<file path="src/rtl/red_light_monitor.sv">
// Receive-side checker for the R/Y/G/W lamp interface: tracks GREEN->YELLOW->RED dwell, reports faults/red runs.
// Optional VIOL_TIMESTAMP_EN adds viol_time, the tick count captured when an event loads.
module red_light_monitor #(
    parameter int G_TICKS = 4,
    parameter int Y_TICKS = 1,
    parameter int R_TICKS = 6,
    parameter int CNT_W   = 8
) (
    input  logic             clk_1,
    input  logic             reset,
    input  logic             r_in,
    input  logic             y_in,
    input  logic             g_in,
    input  logic             w_in,
    input  logic             car_cross,
    input  logic             viol_ack,
    output logic             viol_valid,
    output logic [2:0]       viol_code,
    output logic [CNT_W-1:0] red_run_cnt,
    output logic [CNT_W-1:0] seq_err_cnt,
    output logic [1:0]       phase,
`ifdef VIOL_TIMESTAMP_EN
    output logic [15:0]      viol_time,
`endif
    output logic             locked
);

    localparam int MAXL = (G_TICKS > Y_TICKS) ? ((G_TICKS > R_TICKS) ? G_TICKS : R_TICKS)
                                              : ((Y_TICKS > R_TICKS) ? Y_TICKS : R_TICKS);
    localparam int DW = (MAXL < 1) ? 1 : $clog2(MAXL + 1);
    localparam logic [DW-1:0] G_LIM = DW'(G_TICKS);
    localparam logic [DW-1:0] Y_LIM = DW'(Y_TICKS);
    localparam logic [DW-1:0] R_LIM = DW'(R_TICKS);

    typedef enum logic [1:0] {
        ST_SYNC   = 2'd0,
        ST_GREEN  = 2'd1,
        ST_YELLOW = 2'd2,
        ST_RED    = 2'd3
    } state_t;

    typedef enum logic [2:0] {
        EV_NONE      = 3'd0,
        EV_ILLEGAL   = 3'd1,
        EV_EARLY     = 3'd2,
        EV_LATE      = 3'd3,
        EV_BAD_ORDER = 3'd4,
        EV_RED_RUN   = 3'd5
    } ev_t;

    state_t            state_q, state_d;
    logic [DW-1:0]     dwell_q, dwell_d;
    logic              prev_red_q, prev_red_d;
    logic [CNT_W-1:0]  rr_q, rr_d;
    logic [CNT_W-1:0]  se_q, se_d;
    logic              valid_q, valid_d;
    ev_t               code_q, code_d;

    state_t            pat_st;
    state_t            succ;
    logic [DW-1:0]     limit;
    ev_t               seq_ev;
    ev_t               new_ev;
    logic              red_run;

    // Decoded lamp pattern expressed as a phase; ST_SYNC stands for an illegal pattern.
    always_comb begin
        pat_st = ST_SYNC;
        case ({r_in, y_in, g_in, w_in})
            4'b0010:          pat_st = ST_GREEN;
            4'b0100:          pat_st = ST_YELLOW;
            4'b1000, 4'b1001: pat_st = ST_RED;
            default:          pat_st = ST_SYNC;
        endcase
    end

    always_comb begin
        limit = G_LIM;
        succ  = ST_YELLOW;
        case (state_q)
            ST_GREEN:  begin limit = G_LIM; succ = ST_YELLOW; end
            ST_YELLOW: begin limit = Y_LIM; succ = ST_RED;    end
            ST_RED:    begin limit = R_LIM; succ = ST_GREEN;  end
            default:   begin limit = G_LIM; succ = ST_YELLOW; end
        endcase
    end

    always_comb begin
        state_d    = state_q;
        dwell_d    = dwell_q;
        seq_ev     = EV_NONE;
        prev_red_d = (pat_st == ST_RED);

        if (state_q == ST_SYNC) begin
            if (pat_st == ST_GREEN && prev_red_q) begin
                state_d = ST_GREEN;
                dwell_d = DW'(1);
            end
        end else if (pat_st == ST_SYNC) begin
            seq_ev = EV_ILLEGAL;
        end else if (pat_st == state_q) begin
            if (dwell_q == limit) seq_ev = EV_LATE;
            else                  dwell_d = dwell_q + DW'(1);
        end else if (pat_st == succ) begin
            if (dwell_q < limit) begin
                seq_ev = EV_EARLY;
            end else begin
                state_d = succ;
                dwell_d = DW'(1);
            end
        end else begin
            seq_ev = EV_BAD_ORDER;
        end

        if (seq_ev != EV_NONE) state_d = ST_SYNC;

        red_run = (state_q != ST_SYNC) && (pat_st == ST_RED) && car_cross;
        new_ev  = (seq_ev != EV_NONE) ? seq_ev : (red_run ? EV_RED_RUN : EV_NONE);

        rr_d = (red_run && rr_q != '1) ? rr_q + CNT_W'(1) : rr_q;
        se_d = (seq_ev != EV_NONE && se_q != '1) ? se_q + CNT_W'(1) : se_q;

        // A pending event is only overwritten when the consumer acks on the same edge.
        valid_d = valid_q;
        code_d  = code_q;
        if (new_ev != EV_NONE && (!valid_q || viol_ack)) begin
            valid_d = 1'b1;
            code_d  = new_ev;
        end else if (viol_ack) begin
            valid_d = 1'b0;
        end
    end

    always_ff @(posedge clk_1) begin
        if (reset) begin
            state_q    <= ST_SYNC;
            dwell_q    <= '0;
            prev_red_q <= 1'b0;
            rr_q       <= '0;
            se_q       <= '0;
            valid_q    <= 1'b0;
            code_q     <= EV_NONE;
        end else begin
            state_q    <= state_d;
            dwell_q    <= dwell_d;
            prev_red_q <= prev_red_d;
            rr_q       <= rr_d;
            se_q       <= se_d;
            valid_q    <= valid_d;
            code_q     <= code_d;
        end
    end

`ifdef VIOL_TIMESTAMP_EN
    logic [15:0] tick_q, tick_d;
    logic [15:0] time_q, time_d;

    always_comb begin
        tick_d = tick_q + 16'd1;
        time_d = time_q;
        if (new_ev != EV_NONE && (!valid_q || viol_ack)) time_d = tick_d;
    end

    always_ff @(posedge clk_1) begin
        if (reset) begin
            tick_q <= '0;
            time_q <= '0;
        end else begin
            tick_q <= tick_d;
            time_q <= time_d;
        end
    end

    assign viol_time = time_q;
`endif

    assign viol_valid  = valid_q;
    assign viol_code   = code_q;
    assign red_run_cnt = rr_q;
    assign seq_err_cnt = se_q;
    assign phase       = state_q;
    assign locked      = (state_q != ST_SYNC);

endmodule
</file>
<file path="config.mk">
export PLATFORM = sky130hd
export DESIGN_NAME = red_light_monitor
export DESIGN_NICKNAME = d
export VERILOG_FILES = /design/src/rtl/red_light_monitor.sv
export SDC_FILE = /design/constraint.sdc
export NUM_CORES = 1
export LEC_CHECK = 0
export BUFFER_PORTS_ARGS = -buffer_cell sky130_fd_sc_hd__buf_2
export CAP_MARGIN = 20
export CORE_MARGIN = 2
export CORE_UTILIZATION = 40
export CTS_CLUSTER_DIAMETER = 200
export DETAILED_ROUTE_END_ITERATION = 8
export HOLD_SLACK_MARGIN = 0.05
export PLACE_DENSITY = 0.69
export SLEW_MARGIN = 30
export SYNTH_ARGS = -nofsm -noshare
export SYNTH_HDL_FRONTEND = slang
export SYNTH_SLANG_ARGS = --single-unit
</file>
<file path="constraint.sdc">
create_clock -name clk_1 -period 3 [get_ports clk_1]
set_clock_uncertainty 0.15 [all_clocks]
set_input_delay 0.6 -clock clk_1 [delete_from_list [all_inputs] [get_ports clk_1]]
set_output_delay 0.6 -clock clk_1 [all_outputs]
set_load 0.02 [all_outputs]
</file>
## Word-level counts from Yosys, hierarchy flattened

Index checks and enable logic that the tools add are counted.

- Input bits: 8
- Word-level logic and storage cells: 76
- Register bits: 26

- Add/sub/neg operators: 3
- Equality and inequality tests: 19
- Order comparisons: 1
- Muxes and demuxes: 26
- Reductions and logical operators: 20

Operator list:

| kind | number |
|---|---|
| $mux W3 | 13 |
| $add A8 B1 Y8 const B | 2 |
| $mux W2 | 8 |
| $ne A8 B8 Y1 const B | 2 |
| $reduce_and A5 Y1 | 2 |
| $reduce_bool A3 Y1 | 3 |
| $eq A4 B4 Y1 const B | 2 |
| $eq A2 B2 Y1 const B | 3 |
| $logic_and A1 B1 Y1 | 6 |
| $ne A2 B2 Y1 const B | 3 |
| $ne A3 B3 Y1 const B | 2 |
| $pmux W2 S3 | 1 |
| $pmux W3 S2 | 1 |
| $reduce_bool A2 Y1 | 3 |
| $eq A2 B2 Y1 | 2 |
| $eq A4 B2 Y1 const B | 1 |
| $eq A4 B3 Y1 const B | 1 |
| $logic_not A2 Y1 | 2 |
| $pmux W2 S2 | 1 |
| $reduce_or A2 Y1 | 2 |
| $add A3 B1 Y3 const B | 1 |
| $eq A3 B3 Y1 | 1 |
| $lt A3 B3 Y1 | 1 |
| $eq A2 B1 Y1 const B | 1 |
| other kinds (4) | 5 |

## Depth between registers and ports, before layout

Gate-level depths: netlist of run 1.

- Depth in word-level cells: 13
- Depth in mapped cells: 9
- Depth with buffers taken out: 9

## Worst setup path after synthesis of run 1

Ideal clock, no wire load.

- Kind: reg-to-reg
- From: register state_q[1], in the netlist phase[1]
- To: register se_q[5], in the netlist seq_err_cnt[5]
- Data required time: 2.727 ns
- Setup slack: 0.198 ns
- Arrival time: 2.529 ns
- Setup time: 0.123 ns
- Cell stages (with the launch flop): 10
- Period minus slack after synthesis: 2.802 ns
- Cell sequence: dfxtp_1 > ha_1 > inv_1 > ha_1 > nor2b_1 > o21ai_0 > nand2b_1 > a211o_4 > a2111oi_4 > mux2_1

- Cells in the longest elaborated chain, start to end: 10
- Elaborated cells on any way between the ends: 17
- Classes of those cells: order compare (1); eq/ne (5); mux (8); reduce/logical (3)

RTL lines:

| what | line | source |
|---|---|---|
| start: declaration | 51 | `state_t state_q, state_d;` |
| start signal: assignment | 144 | `state_q <= state_d;` |
| $eq A2 B2 Y1 | 80 | `case (state_q)` |
| $pmux W3 S2 | 80 |  |
| $lt A3 B3 Y1 | 105 | `if (dwell_q < limit) begin` |
| $mux W2 | 105 |  |
| $mux W3 | 104 | `end else if (pat_st == succ) begin` |
| $mux W3 | 101 | `end else if (pat_st == state_q) begin` |
| $mux W3 | 99 | `end else if (pat_st == ST_SYNC) begin` |
| $mux W3 (*) | 94 | `if (state_q == ST_SYNC) begin` |
| $reduce_bool A3 Y1 (*) | 121 | `se_d = (seq_ev != EV_NONE && se_q != '1) ? se_q + CNT_W'(1) : se_q;` |
| $logic_and A1 B1 Y1 (*) | 121 |  |
| end signal: assignment | 140 | `se_q <= '0;` |
| end signal: assignment | 148 | `se_q <= se_d;` |
| end: declaration | 55 | `logic [CNT_W-1:0] se_q, se_d;` |

Every way passes the cells marked *; elsewhere a longest branch is shown, timed or not.
A chain may end at the register's enable or synchronous reset.

## Worst setup path after layout of run 1

- From: register state_q[0], in the netlist phase[0]
- To: register se_q[5], in the netlist seq_err_cnt[5]

The elaborated chain is that of the path after synthesis.

==> results of run 1 <==
[power by group]
part / leakage [nW] / internal (mW) / total [mW] / switching [mW]
clock: 0.0288 / 0.118 / 0.230 / 0.112
combinational: 0.619 / 0.0185 / 0.0503 / 0.0319
sequential: 0.209 / 0.346 / 0.346 / 0.000531
total: 0.857 / 0.482 / 0.626 / 0.144
[path summary, 6_finish.rpt]
check,from,endpoint,slack [ns]
worst max register to register,phase[0]$_SDFFE_PP0P_,seq_err_cnt[5]$_SDFFE_PP0P_,0.27
worst min-delay path,viol_code[1]$_SDFFE_PP0P_,viol_code[1]$_SDFFE_PP0P_,0.32
worst min register to register,viol_code[1]$_SDFFE_PP0P_,viol_code[1]$_SDFFE_PP0P_,0.32
worst max-delay path,phase[0]$_SDFFE_PP0P_,seq_err_cnt[5]$_SDFFE_PP0P_,0.27
[placed cells by master, fill, tap and decap left out, types with 2 or more instances in the layout]
cell type	netlist	routed
o31a_1	3	3
nor4_1	3	3
inv_1	9	9
mux2_1	3	3
o21bai_1	2	2
ha_1	12	12
nand3_1	15	15
nor4b_1	2	2
and2_1	2	2
buf_4	2	9
a211oi_1	2	2
or4_1	2	2
nor2_1	18	18
and3_1	2	2
dfxtp_1	26	26
nand2_1	6	6
a31oi_1	2	2
nor2b_1	9	9
buf_2	0	30
clkbuf_8	0	4
o21a_1	2	2
nor3_1	6	6
mux2_2	2	2
o21ai_0	5	5
mux2i_1	3	3
a21oi_1	9	9
xor2_1	3	3
or3_1	2	2
xnor2_1	5	5
nor3b_1	3	3
a21o_1	3	3
[worst reg2reg max path, cell delays in order, from the launching register on]
cell,delay (ns)
dfxtp_1,0.39
ha_1,0.21
inv_1,0.05
ha_1,0.27
nor2b_1,0.13
o21ai_0,0.13
nand2b_1,0.17
a211o_4,0.41
a2111oi_4,0.35
mux2_1,0.35
[Yosys cell counts, types with 3 or more instances]
| master | count | area share [%] |
|---|---|---|
| xnor2_1 | 5 | 2.5 |
| nand2_1 | 6 | 1.3 |
| mux2i_1 | 3 | 1.7 |
| inv_1 | 9 | 1.9 |
| nor2b_1 | 9 | 3.2 |
| mux2_1 | 3 | 1.9 |
| ha_1 | 12 | 8.6 |
| nand3_1 | 15 | 4.3 |
| nor3_1 | 6 | 1.7 |
| xor2_1 | 3 | 1.5 |
| nor2_1 | 18 | 3.9 |
| a21o_1 | 3 | 1.3 |
| nor3b_1 | 3 | 1.3 |
| nor4_1 | 3 | 1.1 |
| clkbuf_1 | 3 | 0.65 |
| dfxtp_1 | 26 | 30 |
| a21oi_1 | 9 | 2.6 |
| o31a_1 | 3 | 1.5 |
| o21ai_0 | 5 | 1.4 |
[final cells by class]
class / count / area, um^2
tap: 52 / 65.1
clock buffer: 4 / 55.1
inverter: 9 / 33.8
timing repair buffer: 39 / 218
multi-input combinational: 152 / 1150
sequential: 26 / 520
fill: 445 / 2220
[logic make-up (layout without fill, tap and decap cells)]
group | Yosys count | after routing
xor+xnor | 8 | 8
simple gates | 76 | 76
mux | 8 | 8
flops | 26 | 26
buf+inv | 15 | 52
compound gates | 48 | 48
fa+ha+maj | 12 | 12
[registers in the layout, indices dropped and copies added (netlist names)]
name	cells
red_run_cnt	8
seq_err_cnt	8
dwell_q	3
viol_code	3
phase	2
prev_red_q	1
viol_valid	1
[layer usage]
metal  part of all wire (%)  vias up
met5                      0        -
met4                    1.5        0
met3                    3.7        5
met2                     45       22
met1                     49      717
li1                       -      790
[stage by stage]
step	utilization (%)	worst slack (ns)	total power [mW]	area, um^2
3_5_place_dp	46.7	0.140	0.405	1990
3_3_place_gp	46.7	0.167	0.404	1990
5_1_grt	48.0	0.105	0.653	2050
2_1_floorplan	-	0.198	0.392	1750
6_report	48.0	0.266	0.626	2050
4_1_cts	48.0	0.251	0.638	2050
==> summary.md, run 1 <==
| Metric | Value |
|---|---|
| Status | complete, no violations |
| GRT Max-Usage Layer | met2 |
| Diodes inserted | 0 |
| Final ANT Viol Nets | 0 |
| Mapped Avg Cell Area | between 9 and 10 um^2 |
| Slew margin rel. | 58.6% |
| Hold Slack | 0.316 ns |
| Final HPWL DP | 2750 um |
| P&R area growth vs syn | 17.2% |
| WP buf/inv | 1 |
| Post-synthesis mux area share | 4.95% |
| Post-synthesis sequential area ratio | 29.8% |
| Post-Synthesis Cells | approximately 190 |
| Post-CTS sizing | 0 |
| M2 GR Usage | 25.2% |
| IO Pins | 31 |
| Met3 Resource Use GR | 2.74% |
| Number of clock sinks | 26 |
| Gp weighted congestion | 0.794 |
| Most used DFF post-synth | dfxtp_1 |
| Post-Synth XOR/XNOR Area | about 4.0% |
| Setup violators final | 0 |
| Min Tclk post-route | 2.73 ns |
| Post-synth EDFFs | 0 |
| Ys async rst share | 0% |
| Peak supply drop | 0.203 mV |
| DR vias/cell | 5.44 |
| Yosys reg bits | 26 |
| Crit path DAT | 2.75 ns |
| Crit-path max cell delay | 0.41 ns |
| Distinct cells, synth | 57 |
| Effective utilization at floorplan | around two fifths |
| Largest family of logic cells by synthesized area | simple AND/OR/NAND/NOR gates |
| Startpoint Class | flop |
| Die height | 70.1 um |
| Final-stage net count | between 200 and 300 |
| Die area | ~0.0049 mm^2 |
| Num rows | 24 |
| Finished Layout Cells | roughly 280 |
| Initial antenna violation count | 0 |
| Number of max-cap violations | 0 |
| Worst path required time | 3.02 ns |
| Unrepaired setup endpoints after global routing | no |
| CP Class | reg -> reg |
| Clock Latency Late Sink | 0.28 ns |
| Number of buffers inserted by hold repair at cts | 0 |
| Fmax | 0.366 GHz |
| Sum Neg Setup Slack | 0 ns |
| Placed cells | 278 |
| CP top delay family | compound AO/OA/AOI/OAI gates |
| Clk buf depth | 2 |
| Met1 Use GR | between 10% and 20% |
| Number of remaining DRC errors | 0 |
| WL per Instance | 12.9 um |
| Slowest library cell on the worst path | a211o_4 |
| Share of cells above drive strength 1 | between 20% and 30% |
| CP cell instances | ha_1 > inv_1 > ha_1 > nor2b_1 > o21ai_0 > nand2b_1 > a211o_4 > a2111oi_4 > mux2_1 |
| Most frequent CP cell | ha_1 |
| Core Region | 0.00426 mm^2 |
| CP Max Fanout | 8 |
| Vias in the first global route | 1348 |
| Total GRT Usage | about 15% |
| Yosys warns | 0 |
| Clock-pin slew on the worst setup and hold paths | about 0.090 ns |
| First-pass GRT wire length | 6020 um |
| Slew Viols, Final | 0 |
| Pin count of the biggest net entering global routing | 28 |
| Clock Root Buffer | clkbuf_8 |
| Hold Path Depth | 2 |
| Synth Area in Compound Gates | 23.6% |
| Levels on crit path | 9 |
| LEAKAGE | 0.857 nW |
| # H-tree levels | 1 |
| Adder-cell share of the synthesized area | approximately 8.6% |
| Pre-antenna DRT Iters | 4 |
| Final Cycle Share | 91.1% |
| Endpoint class of the critical path | flop |
| Post-Synth Simple-Gate Area | 24.9% |
| Final Hold Viols | 0 |
| Synthesized area | around 0.0017 mm^2 |
| DRT Wirelength | 3630 um |
| Synthesized Nets | about 210 |
| Overflow after GRT | 0 |
| Worst slew pin tran | 0.618 ns |
| Postcts setup bufs | 0 |
| Hold WC Path Type | reg -> reg |
| Worst Reg-to-Reg Cells | 9 |
| DR iter-0 viols | 54 |
| CTS tree | built |
| IO buf count | 30 |
| Total CTS buffers | 3 |
| PwrDens | just over 300 mW/mm^2 |
| Chip width | roughly 70 um |
| DR vias | 1534 |
Note: power is estimated with default switching activity, not from simulation.
==> run 2, diff against run 1 <==
--- a/config.mk
+++ b/config.mk
@@ -13,6 +13,7 @@
 export DETAILED_ROUTE_END_ITERATION = 8
 export HOLD_SLACK_MARGIN = 0.05
 export PLACE_DENSITY = 0.69
+export REMOVE_ABC_BUFFERS = 1
 export SLEW_MARGIN = 30
 export SYNTH_ARGS = -nofsm -noshare
 export SYNTH_HDL_FRONTEND = slang
==> summary.md, run 2 (synthesized netlist as in run 1, its figures left out) <==
| Metric | Value |
|---|---|
| P&R area growth vs syn | 16.1% |
| Unrepaired setup endpoints after global routing | no |
| Number of clock sinks | 26 (unchanged) |
| IO Pins | 31 (unchanged) |
| Slew Viols, Final | 0 (unchanged) |
| Diodes inserted | 0 (unchanged) |
| Worst Reg-to-Reg Cells | 9 (unchanged) |
| Startpoint Class | flop |
| Clock-pin slew on the worst setup and hold paths | 0.09 ns (about the same) |
| Number of remaining DRC errors | 0 (unchanged) |
| Final HPWL DP | 2790 um (+1.6%) |
| Final Hold Viols | 0 (unchanged) |
| DR iter-0 viols | 54 (unchanged) |
| Min Tclk post-route | 2.74 ns (+0.0104 ns) |
| Total CTS buffers | 3 (unchanged) |
| Clk buf depth | 2 (unchanged) |
| Dpl cell area | 0.00198 mm^2 (-0.38%) |
| PwrDens | 294 mW/mm^2 (-3.9%) |
| Initial antenna violation count | 0 (unchanged) |
| Effective utilization at floorplan | 40.9% (unchanged) |
| Core Region | 0.00426 mm^2 (unchanged) |
| Num rows | 24 (unchanged) |
| Hold WC Path Type | reg -> reg |
| DRT Wirelength | 3640 um (about the same) |
| First-pass GRT wire length | 6290 um (+4.5%) |
| CP Max Fanout | 9 (+1) |
| # H-tree levels | 1 (unchanged) |
| Die height | 70.1 um (unchanged) |
| Clock Latency Late Sink | 0.27 ns (about the same) |
| Number of max-cap violations | 0 (unchanged) |
| WL per Instance | 13.0 um (+0.77%) |
| Sum Neg Setup Slack | 0 ns (unchanged) |
| Total GRT Usage | 15.5% (+0.48 points) |
| Final Cycle Share | 91.5% (+0.35 points) |
| Peak supply drop | 0.223 mV (+9.5%) |
| Share of cells above drive strength 1 | 25.4% (-0.21 points) |
| Commonest cells after routing, fill and taps aside | 30 x buf_2, 25 x dfxtp_1, 18 x nor2_1, 15 x nand3_1, 12 x ha_1 |
| Overflow after GRT | 0 (unchanged) |
| IO buf count | 30 (unchanged) |
| Final-stage net count | 250 (-0.40%) |
| Chip width | 70.1 um (unchanged) |
| Worst path required time | 3.01 ns (about the same) |
| DR vias/cell | 5.40 (-0.73%) |
| Crit path DAT | 2.76 ns (about the same) |
| Pin count of the biggest net entering global routing | 28 (unchanged) |
| Setup violators final | 0 (unchanged) |
| Fin area | 0.00203 mm^2 (-0.98%) |
| Final ANT Viol Nets | 0 (unchanged) |
| Most common cell after layout, fill and taps aside | buf_2 |
| Status | complete, no violations |
| Hold Path Depth | 2 (unchanged) |
| LEAKAGE | 0.845 nW (-1.4%) |
| Vias in the first global route | 1382 (+2.5%) |
| CP Class | reg -> reg |
| Pre-antenna DRT Iters | 4 (unchanged) |
| Fmax | 0.364 GHz (-0.38%) |
| Slew margin rel. | 60.8% (+2.1 points) |
| Endpoint class of the critical path | flop |
| Fillers | 435 (-2.2%) |
| Gp weighted congestion | 0.769 (-3.1%) |
| CTS tree | built |
| Die area | 0.00491 mm^2 (unchanged) |
| DR vias | 1512 (-1.4%) |
| Clock Root Buffer | clkbuf_8 |
| Worst slew pin tran | 0.584 ns (-0.0343 ns) |
[run 2: cell types whose count changed in the layout (fill, tap and decap cells not counted)]
cell	change
buf_4	-1
dfxtp_1	-1
clkbuf_8	-1
dfxtp_2	+1
[run 2: metal layers]
metal	track usage (%)	share of wire, %	vias to the layer above
li1	-	-	788
met1	21.6	50	695
met2	24.2	45	25
met3	3.90	4.2	4
met4	3.21	0.74	0
met5	0	0	-
[run 2: worst paths after layout]
path	startpoint	to	slack (ns)
worst max-delay path	phase[1]$_SDFFE_PP0P_	seq_err_cnt[5]$_SDFFE_PP0P_	0.26
worst min-delay path	viol_code[1]$_SDFFE_PP0P_	viol_code[1]$_SDFFE_PP0P_	0.33
worst max register to register	phase[1]$_SDFFE_PP0P_	seq_err_cnt[5]$_SDFFE_PP0P_	0.26
worst min register to register	viol_code[1]$_SDFFE_PP0P_	viol_code[1]$_SDFFE_PP0P_	0.33
[run 2: power breakdown]
part / switching [mW] / leakage [nW] / internal (mW)
Combinational: 0.0317 / 0.614 / 0.0184
Sequential: 0.000502 / 0.210 / 0.346
Clock: 0.109 / 0.0216 / 0.0902
[run 2: what timing repair did]
action                                 in CTS  in global routing
endpoints found under the hold margin       0                  0
setup endpoints to repair                   0                  5
buffers inserted                            0                  0
gates resized for setup                     0                  1
hold buffers                                0                  0
[run 2: final cells by class]
class | count | area [um^2] | share of cell area, %
Sequential cell | 26 | 522 | 25.8
Inverter | 9 | 33.8 | 1.67
Clock buffer | 3 | 41.3 | 2.04
Timing Repair Buffer | 38 | 210 | 10.4
Multi-Input combinational cell | 152 | 1150 | 56.9
Tap cell | 52 | 65.1 | 3.21
[run 2: worst max-delay path, cell delays in order (launching register included)]
cell	delay, ns
dfxtp_2	0.44
ha_1	0.23
inv_1	0.06
ha_1	0.28
nor2b_1	0.13
o21ai_0	0.13
nand2b_1	0.14
a211o_4	0.39
a2111oi_4	0.35
mux2_1	0.34
[run 2: metrics by stage]
step | cells | power (mW) | setup slack [ns] | hold WS [ns] | util, %
finish | 280 | 0.596 | 0.256 | 0.330 | 47.5
global route | 280 | 0.621 | 0.0510 | 0.350 | 47.5
CTS | 280 | 0.603 | 0.120 | 0.326 | 47.5
detailed placement | 277 | 0.404 | 0.132 | 0.304 | 46.5
global placement | 277 | 0.403 | 0.176 | 0.310 | 46.5
floorplan | 187 | 0.380 | 0.198 | 0.311 | -
